## src/rtl/pwm_pkg.sv

```systemverilog
// Shared types and default sizing for the multichannel PWM block.
package pwm_pkg;

    typedef enum logic {
        PWM_EDGE   = 1'b0,
        PWM_CENTER = 1'b1
    } pwm_mode_e;

    typedef enum logic {
        DIR_UP   = 1'b0,
        DIR_DOWN = 1'b1
    } pwm_dir_e;

    localparam int unsigned DEF_NUM_CH = 16;
    localparam int unsigned DEF_CNT_W  = 8;
    localparam int unsigned DEF_PRE_W  = 4;

    // Channel-index width, never below one bit.
    function automatic int unsigned ch_width(input int unsigned n);
        return (n > 1) ? $clog2(n) : 1;
    endfunction

endpackage

```

## src/rtl/pwm_multichannel_if.sv

```systemverilog
// Configuration and duty-write bus from the register file into the PWM block.
interface pwm_multichannel_if #(
    parameter int unsigned NUM_CH = pwm_pkg::DEF_NUM_CH,
    parameter int unsigned CNT_W  = pwm_pkg::DEF_CNT_W,
    parameter int unsigned PRE_W  = pwm_pkg::DEF_PRE_W
);
    localparam int unsigned CH_W = pwm_pkg::ch_width(NUM_CH);

    logic [NUM_CH-1:0] en_out;
    logic [NUM_CH-1:0] en_pwm;
    logic              duty_wr;
    logic [CH_W-1:0]   duty_wr_ch;
    logic [CNT_W-1:0]  duty_wr_data;
    logic [CNT_W-1:0]  period;
    logic [PRE_W-1:0]  prescale;
    logic              center;

    modport master (
        output en_out, en_pwm, duty_wr, duty_wr_ch, duty_wr_data, period, prescale, center
    );

    modport slave (
        input en_out, en_pwm, duty_wr, duty_wr_ch, duty_wr_data, period, prescale, center
    );

endinterface

```

## src/rtl/pwm_channel.sv

```systemverilog
// One PWM channel: double-buffered duty, compare against the shared counter, gated output.
module pwm_channel #(
    parameter int unsigned CNT_W = pwm_pkg::DEF_CNT_W
) (
    input  logic             clk,
    input  logic             rst_n,
    input  logic             load,
    input  logic             wr_en,
    input  logic [CNT_W-1:0] wr_data,
    input  logic [CNT_W-1:0] cnt,
    input  logic             en_out,
    input  logic             en_pwm,
    output logic             out
);

    logic [CNT_W-1:0] duty_pend_q;
    logic [CNT_W-1:0] duty_act_q;
    logic             raw;
    logic             out_d;

    always_comb begin
        raw   = (cnt < duty_act_q);
        out_d = en_out ? (en_pwm ? raw : 1'b1) : 1'b0;
    end

    // load samples the old pending value, so a coincident write waits one more period.
    always_ff @(posedge clk or negedge rst_n) begin
        if (!rst_n) begin
            duty_pend_q <= '0;
            duty_act_q  <= '0;
            out         <= 1'b0;
        end else begin
            if (wr_en) begin
                duty_pend_q <= wr_data;
            end
            if (load) begin
                duty_act_q <= duty_pend_q;
            end
            out <= out_d;
        end
    end

endmodule

```

## src/rtl/pwm_multichannel.sv

```systemverilog
// Multichannel PWM: shared prescaler and up/up-down counter, shadowed period/mode, NUM_CH channels.
module pwm_multichannel
    import pwm_pkg::*;
#(
    parameter int unsigned NUM_CH = DEF_NUM_CH,
    parameter int unsigned CNT_W  = DEF_CNT_W,
    parameter int unsigned PRE_W  = DEF_PRE_W
) (
    input  logic               clk,
    input  logic               rst_n,
    pwm_multichannel_if.slave  cfg,
    output logic [NUM_CH-1:0]  out,
    output logic               period_tick
);

    localparam int unsigned CH_W = ch_width(NUM_CH);

    logic [PRE_W-1:0] pre_cnt_q;
    logic [CNT_W-1:0] cnt_q;
    logic [CNT_W-1:0] p_act_q;
    pwm_dir_e         dir_q;
    pwm_mode_e        mode_q;
    logic             tick;
    logic             boundary;

    always_comb begin
        tick     = (pre_cnt_q >= cfg.prescale);
        boundary = 1'b0;
        if (tick) begin
            if (p_act_q == '0) begin
                boundary = 1'b1;
            end else if (mode_q == PWM_EDGE) begin
                boundary = (cnt_q == p_act_q);
            end else begin
                boundary = (cnt_q == CNT_W'(1)) && (dir_q == DIR_DOWN);
            end
        end
    end

    always_ff @(posedge clk or negedge rst_n) begin
        if (!rst_n) begin
            pre_cnt_q <= '0;
        end else if (tick) begin
            pre_cnt_q <= '0;
        end else begin
            pre_cnt_q <= pre_cnt_q + 1'b1;
        end
    end

    // dir tracks the direction of the next step, so it is already DOWN while sitting at the top.
    always_ff @(posedge clk or negedge rst_n) begin
        if (!rst_n) begin
            cnt_q       <= '0;
            dir_q       <= DIR_UP;
            p_act_q     <= '1;
            mode_q      <= PWM_EDGE;
            period_tick <= 1'b0;
        end else begin
            period_tick <= boundary;
            if (boundary) begin
                cnt_q   <= '0;
                dir_q   <= DIR_UP;
                p_act_q <= cfg.period;
                mode_q  <= pwm_mode_e'(cfg.center);
            end else if (tick) begin
                if (mode_q == PWM_EDGE) begin
                    cnt_q <= cnt_q + 1'b1;
                end else if (dir_q == DIR_UP) begin
                    cnt_q <= cnt_q + 1'b1;
                    if (cnt_q + 1'b1 == p_act_q) begin
                        dir_q <= DIR_DOWN;
                    end
                end else begin
                    cnt_q <= cnt_q - 1'b1;
                end
            end
        end
    end

    // Channel decode only matches existing channels, so out-of-range indices are dropped.
    for (genvar i = 0; i < NUM_CH; i++) begin : g_ch
        logic wr_en;
        assign wr_en = cfg.duty_wr && (cfg.duty_wr_ch == CH_W'(i));

        pwm_channel #(
            .CNT_W (CNT_W)
        ) u_ch (
            .clk     (clk),
            .rst_n   (rst_n),
            .load    (boundary),
            .wr_en   (wr_en),
            .wr_data (cfg.duty_wr_data),
            .cnt     (cnt_q),
            .en_out  (cfg.en_out[i]),
            .en_pwm  (cfg.en_pwm[i]),
            .out     (out[i])
        );
    end

endmodule
```

## src/flat_wrapper.sv

```systemverilog
// flat-port wrapper written by rule: the top's interface ports become plain ports
module pwm_multichannel_flat import pwm_pkg::*;
#(
    parameter int unsigned NUM_CH = DEF_NUM_CH,
    parameter int unsigned CNT_W  = DEF_CNT_W,
    parameter int unsigned PRE_W  = DEF_PRE_W
)
  (clk, rst_n, out, period_tick, cfg_en_out, cfg_en_pwm, cfg_duty_wr, cfg_duty_wr_ch, cfg_duty_wr_data, cfg_period, cfg_prescale, cfg_center);
  pwm_multichannel_if #(.NUM_CH(NUM_CH), .CNT_W(CNT_W), .PRE_W(PRE_W)) cfg_i ();
  input  logic clk;
  input  logic rst_n;
  output logic [NUM_CH-1:0] out;
  output logic period_tick;
  input wire logic [$bits(cfg_i.en_out)-1:0] cfg_en_out;
  input wire logic [$bits(cfg_i.en_pwm)-1:0] cfg_en_pwm;
  input wire logic [$bits(cfg_i.duty_wr)-1:0] cfg_duty_wr;
  input wire logic [$bits(cfg_i.duty_wr_ch)-1:0] cfg_duty_wr_ch;
  input wire logic [$bits(cfg_i.duty_wr_data)-1:0] cfg_duty_wr_data;
  input wire logic [$bits(cfg_i.period)-1:0] cfg_period;
  input wire logic [$bits(cfg_i.prescale)-1:0] cfg_prescale;
  input wire logic [$bits(cfg_i.center)-1:0] cfg_center;
  assign cfg_i.en_out = cfg_en_out;
  assign cfg_i.en_pwm = cfg_en_pwm;
  assign cfg_i.duty_wr = cfg_duty_wr;
  assign cfg_i.duty_wr_ch = cfg_duty_wr_ch;
  assign cfg_i.duty_wr_data = cfg_duty_wr_data;
  assign cfg_i.period = cfg_period;
  assign cfg_i.prescale = cfg_prescale;
  assign cfg_i.center = cfg_center;
  pwm_multichannel #(.NUM_CH(NUM_CH), .CNT_W(CNT_W), .PRE_W(PRE_W)) u_core (.clk(clk), .rst_n(rst_n), .cfg(cfg_i), .out(out), .period_tick(period_tick));
endmodule
```

## config.mk

```make
export PLATFORM = sky130hd
export DESIGN_NAME = pwm_multichannel_flat
export DESIGN_NICKNAME = d
export VERILOG_FILES = /design/src/rtl/pwm_pkg.sv /design/src/rtl/pwm_multichannel_if.sv /design/src/rtl/pwm_channel.sv /design/src/rtl/pwm_multichannel.sv /design/src/flat_wrapper.sv
export SDC_FILE = /design/constraint.sdc
export NUM_CORES = 1
export LEC_CHECK = 0
export ABC_AREA = 1
export CAP_MARGIN = 20
export CORE_MARGIN = 4
export CORE_UTILIZATION = 45
export CTS_CLUSTER_DIAMETER = 80
export DETAILED_ROUTE_END_ITERATION = 7
export HOLD_SLACK_MARGIN = 0.03
export REMOVE_ABC_BUFFERS = 1
export SETUP_SLACK_MARGIN = 0.3
export SLEW_MARGIN = 20
export SYNTH_ARGS = -nofsm -noshare
export SYNTH_HDL_FRONTEND = slang
export SYNTH_HIERARCHICAL = 1
export SYNTH_SLANG_ARGS = --single-unit
```

## constraint.sdc

```tcl
create_clock -name clk -period 2.6 [get_ports clk]
set_input_delay 0.52 -clock clk [delete_from_list [all_inputs] [get_ports clk]]
set_output_delay 0.52 -clock clk [all_outputs]
set_load 0.005 [all_outputs]
```

## Yosys cells after proc, flatten, opt, wreduce, memory -nomap -nowiden

Cells that the tools add are included.

- Register bits: 295
- Bits in latches: 0
- Bits in writable memories: 0
- ROM bits: 0
- Input port bits: 60
- Memories kept: 0

- $add $sub $neg: 3
- $mul: 0
- Div/mod/pow operators: 0
- Magnitude comparators: 17
- Eq/ne operators: 18
- Shift-type cells: 0
- Muxes and demuxes: 45
- Bitwise operators: 0
- Reduce and logical (&&, ||, !) cells: 22

Operators by type and width:

| operator | number |
|---|---|
| $lt 8x8->1 | 16 |
| $mux 1 | 40 |
| $eq 4x4->1 const B | 8 |
| $mux 8 | 4 |
| $logic_and 1x1->1 | 17 |
| $eq 4x3->1 const B | 4 |
| $eq 8x8->1 | 2 |
| $add 8x1->8 const B | 1 |
| $eq 4x2->1 const B | 2 |
| $eq 8x1->1 const B | 1 |
| $logic_not 8->1 | 1 |
| $sub 8x1->8 const B | 1 |
| $add 4x1->4 const B | 1 |
| $eq 4x1->1 const B | 1 |
| $ge 4x4->1 | 1 |
| $logic_not 4->1 | 1 |
| $mux 4 | 1 |
| $reduce_bool 2->1 | 2 |
| $reduce_and 2->1 | 1 |

## Longest topological paths before layout

- Word-level depth: 7
- Depth in mapped cells: 12

## Cells and area by module

The synthesis kept the hierarchy.

Modules (own cells, without submodules):

| module | times used | cells an instance | area an instance (um^2) |
|---|---|---|---|
| pwm_channel | 16 | 79 | 807.0 |
| pwm_multichannel | 1 | 289 | 1875.5 |

## Least setup slack after synthesis

No wires, ideal clock.

- Kind: register to register
- From: register u_core.cnt_q[2]
- To: register u_core.g_ch[0].u_ch.duty_act_q[2]
- Data arrival time: 2.252 ns
- Required time: 2.473 ns
- Setup slack: 0.222 ns
- Stages on the path, launching flop included: 12
- Buffers on the path: 3
- Period minus slack after synthesis: 2.378 ns
- Cells stage by stage: dfrtp_1 > buf_4 > inv_1 > nand2_1 > nand3_1 > nand3b_1 > nor2_2 > nor2_4 > nor2_4 > buf_6 > buf_4 > o21ai_0

- Longest elaborated chain between the ends: 5

RTL lines:

| what | RTL line | RTL |
|---|---|---|
| start, declared | pwm_multichannel.sv:19 | `logic [CNT_W-1:0] cnt_q;` |
| start signal, assigned | pwm_multichannel.sv:67 | `cnt_q <= cnt_q + 1'b1;` |
| start signal, assigned | pwm_multichannel.sv:69 | `cnt_q <= cnt_q + 1'b1;` |
| start signal, assigned | pwm_multichannel.sv:74 | `cnt_q <= cnt_q - 1'b1;` |
| $eq 8x1->1 | pwm_multichannel.sv:35 | `boundary = (cnt_q == CNT_W'(1)) && (dir_q == DIR_DOWN);` |
| $logic_and 1x1->1 | pwm_multichannel.sv:35 |  |
| $mux 1 (*) | pwm_multichannel.sv:32 | `end else if (mode_q == PWM_EDGE) begin` |
| $mux 1 (*) | pwm_multichannel.sv:30 | `if (p_act_q == '0) begin` |
| $mux 1 (*) | pwm_multichannel.sv:29 | `if (tick) begin` |
| via u_core.boundary | pwm_multichannel.sv:24 | `logic boundary;` |
| end signal, assigned | pwm_channel.sv:37 | `duty_act_q <= duty_pend_q;` |
| end, declared | pwm_channel.sv:17 | `logic [CNT_W-1:0] duty_act_q;` |

The timed path passes the listed nets; every way through them passes the cells marked *.
A chain may end at the register's enable or synchronous reset.

## Final worst setup path

- From: register u_core.cnt_q[4]
- To: register u_core.g_ch[2].u_ch.duty_act_q[0]

- Longest elaborated chain between the ends: 5

RTL lines:

| what | RTL line |
|---|---|
| $eq 8x1->1 | pwm_multichannel.sv:35 |
| $logic_and 1x1->1 | pwm_multichannel.sv:35 |
| $mux 1 (*) | pwm_multichannel.sv:32 |
| $mux 1 (*) | pwm_multichannel.sv:30 |
| $mux 1 (*) | pwm_multichannel.sv:29 |
| end signal, assigned | pwm_channel.sv:37 |
| end, declared | pwm_channel.sv:17 |

Every way passes the cells marked *; elsewhere a longest branch is shown, timed or not.

==> summary.txt <==
Timing
  • Fin crit period: roughly 2.1 ns
  • Final Hold Fails: 0
  • Final setup fails: 0
  • Worst slew pin tran: 0.639 ns
  • Period utilization: 80.9%
  • Final hold slack: around 0.47 ns
  • Slew headroom: 57.4%
  • Unrepaired setup endpoints after global routing: no
  • Max frequency: 475 MHz
  • Final max-slew violation count: 0
  • Skew final: 0.0222 ns

Routing
  • First drt pass iteration count: 5
  • Number of remaining DRC errors: 0
  • Initial drt markers: 531
  • Wire length per cell: 15.0 um
  • ANT nets after route: 0
  • Vias per inst: 4.86
  • Via count: about 10k
  • Routed wire length: 32400 um

Global route
  • Vias in the first global route: about 11k
  • GRT Total Usage: 18.7%
  • Initial antenna violation count: 0
  • Total gr overflow: 0
  • First-pass GRT wire length: 54400 um
  • Largest net degree at the start of global routing: 80

Place
  • Half-perimeter wire length after placement: 21200 um
  • GPL Wtd Cong: 0.857
  • IO buf count: 76
  • Placement Cell Area: 16300 sq um

Floorplan
  • Initial Util: 45.6%
  • Top Ports: 77
  • Die Ht: ~190 um
  • Core area: approximately 32000 sq um
  • DIE WIDTH: 189 um
  • Die area: 35800 sq um
  • Row count: 66

Clock network
  • Clk buf depth: 3
  • Clk root buf: clkbuf_16
  • Worst-path clk slew: 0.06 ns
  • Setup bufs post-CTS: 0
  • Sink Count: 295
  • Number of buffers created by CTS: 35
  • TritonCTS clock tree: built
  • Clock latency on the worst-skew pair: 0.52 ns
  • H-tree levels: 2

Yosys
  • Area of the mapped netlist: 14800 sq um
  • Sequential area share after synthesis: between 40% and 50%
  • Post-synth EDFFs: 0
  • Primary FF master, synth: dfrtp_1
  • Yosys Warn Count: 6
  • Yosys cell types: 32
  • Synthesized instance count: 1553
  • Synth async-reset ratio: between 90% and 100%
  • Seq cells post-synth: between 200 and 300
  • Average cell area after synthesis: 9.52 sq um

Cells and area
  • Area of the multi-input gates: 6190 sq um
  • P&R area growth vs syn: 18.8%
  • Final Util: 54.1%
  • N_diodes: 0
  • Flip-flop and latch area: 7390 sq um
  • Fin nets: 1865
  • Share of layout cells above drive strength 1: between 10% and 20%
  • Fill count: 2843
  • Most frequent cells in the layout: nand2_1 (382), dfrtp_1 (286), inv_1 (226), o21ai_0 (141), ha_1 (120)
  • Commonest non-fill, non-tap cell in the layout: nand2_1
  • Final instance area: 17600 sq um

Pwr
  • PwrDens: 1120 nW/um^2
  • Pwr Total: 19.7 mW
  • Clock Power Share: 25.9%
  • Net load switching power: just over 7 mW
  • Net Sw Frac: a little over a third
  • Max IR drop VDD: 448 uV
  • Int Pwr: 12.6 mW
  • Power share of the combinational group: 38.7%
  • Sequential share of power: between 30 and 40%
  • Pleak: around 8.6 nW

Run
  • Max-cap check violation count: 0

Hold path
  • Worst Hold Class: register to register

Setup path
  • Crit path DAT: 2.52 ns
  • Critical path class: register to register
  • CP endpoint kind: register
  • CP startpoint kind: register
  • Req. time, crit path: 3.02 ns
  • Maximum fanout along the worst path: 49

Run status
  • Status: finished clean
[final timing paths]
check | from | endpoint | slack (ns) | depth (start not counted)
max reg2reg | u_core/cnt_q[4] | u_core/g_ch[2].u_ch/duty_act_q[0] | 0.50 | 12
max | u_core/cnt_q[4] | u_core/g_ch[2].u_ch/duty_act_q[0] | 0.50 | 12
min in group asynchronous | rst_n | u_core/g_ch[7].u_ch/duty_pend_q[7] | 0.58 | 2
max in group asynchronous | rst_n | u_core/cnt_q[2] | 1.24 | 3
min reg2reg | u_core/g_ch[12].u_ch/duty_pend_q[5] | u_core/g_ch[12].u_ch/duty_act_q[5] | 0.47 | 2
min | u_core/g_ch[12].u_ch/duty_pend_q[5] | u_core/g_ch[12].u_ch/duty_act_q[5] | 0.47 | 2
[power by group through the flow]
stage	registers [mW]	clock network, mW	logic, mW
3_3_place_gp	7.02	0	7.35
3_5_place_dp	7.06	0	7.68
4_1_cts	6.99	5.26	7.74
2_1_floorplan	7.09	0	5.18
5_1_grt	7.18	5.44	9.03
6_report	6.98	5.11	7.65
[layout make-up]
cell class / count / share of cell area [%]
clock buffer: 49 / 5.92
clock inverter: 15 / 1.14
inverter: 230 / 4.92
multi-input combinational: 989 / 35.2
sequential: 295 / 42.1
tap: 442 / 3.15
timing repair buffer: 134 / 7.56
[cell families (layout without fill, tap and decap cells)]
logic type | Yosys count | count (layout) | synth area share (%)
AO/OA/AOI/OAI | 246 | 246 | 9.10
XOR/XNOR | 9 | 9 | 0.533
adder cells (fa/ha/maj) | 120 | 120 | 10.2
buffers and inverters | 269 | 428 | 8.17
flip-flops | 295 | 295 | 50.0
multiplexers | 112 | 112 | 8.53
AND/OR/NAND/NOR | 502 | 502 | 13.5
[critical path: stages, from the launching register on]
cell	delay, ns
dfrtp_1	0.42
buf_4	0.23
inv_2	0.06
nand2_1	0.06
nand3_1	0.05
nand3b_1	0.17
nor2_2	0.17
nor2_4	0.10
nor2_4	0.13
buf_12	0.18
buf_12	0.22
nor2_1	0.06
a21oi_1	0.14
[Yosys cell counts, types with 4 or more instances]
master / count / area, sq um
o21a_1: 16 / 120
mux2_2: 112 / 1260
nor2_1: 59 / 221
nand2_1: 382 / 1430
a21oi_1: 67 / 335
ha_1: 120 / 1500
o21ai_0: 141 / 706
buf_4: 18 / 135
dfrtp_1: 287 / 7180
dfstp_2: 8 / 210
nand4_1: 7 / 43.8
inv_1: 226 / 848
nor3_1: 9 / 45.0
xnor2_1: 4 / 35.0
a21oi_2: 16 / 140
xor2_1: 5 / 43.8
nand3_1: 36 / 180
buf_6: 17 / 191
[routing by layer]
layer | global-route usage (%) | vias up | part of all wire, %
met1 | 26.1 | 4969 | 49
met4 | 5.56 | 0 | 2.6
met5 | 0 | - | 0
met3 | 2.86 | 54 | 3.1
li1 | - | 5285 | -
met2 | 30.3 | 150 | 46
[per-stage QoR]
stage / std cells / setup slack [ns] / TNS (ns)
6_report: 2154 / 0.496 / 0
5_1_grt: 2154 / 0.309 / 0
4_1_cts: 2154 / 0.478 / 0
3_5_place_dp: 2089 / 0.0898 / 0
3_3_place_gp: 2089 / 0.118 / 0
2_1_floorplan: 1514 / -2.03 / -276.25
[state kept, by name, indices dropped and copies added (netlist names)]
| register | count |
|---|---|
| u_core/mode_q | 1 |
| u_core/g_ch.u_ch/duty_act_q | 128 |
| u_core/dir_q | 1 |
| u_core/pre_cnt_q | 4 |
| u_core/cnt_q | 8 |
| u_core/period_tick | 1 |
| u_core/p_act_q | 8 |
| u_core/g_ch.u_ch/out | 16 |
| u_core/g_ch.u_ch/duty_pend_q | 128 |
[what timing repair did]
action                                 in CTS  in global routing
hold buffers                                1                  0
gates resized for setup                     0                  1
endpoints found under the hold margin      45                  0
setup endpoints to repair                   0                  2
(Power assumes the default switching activity.)
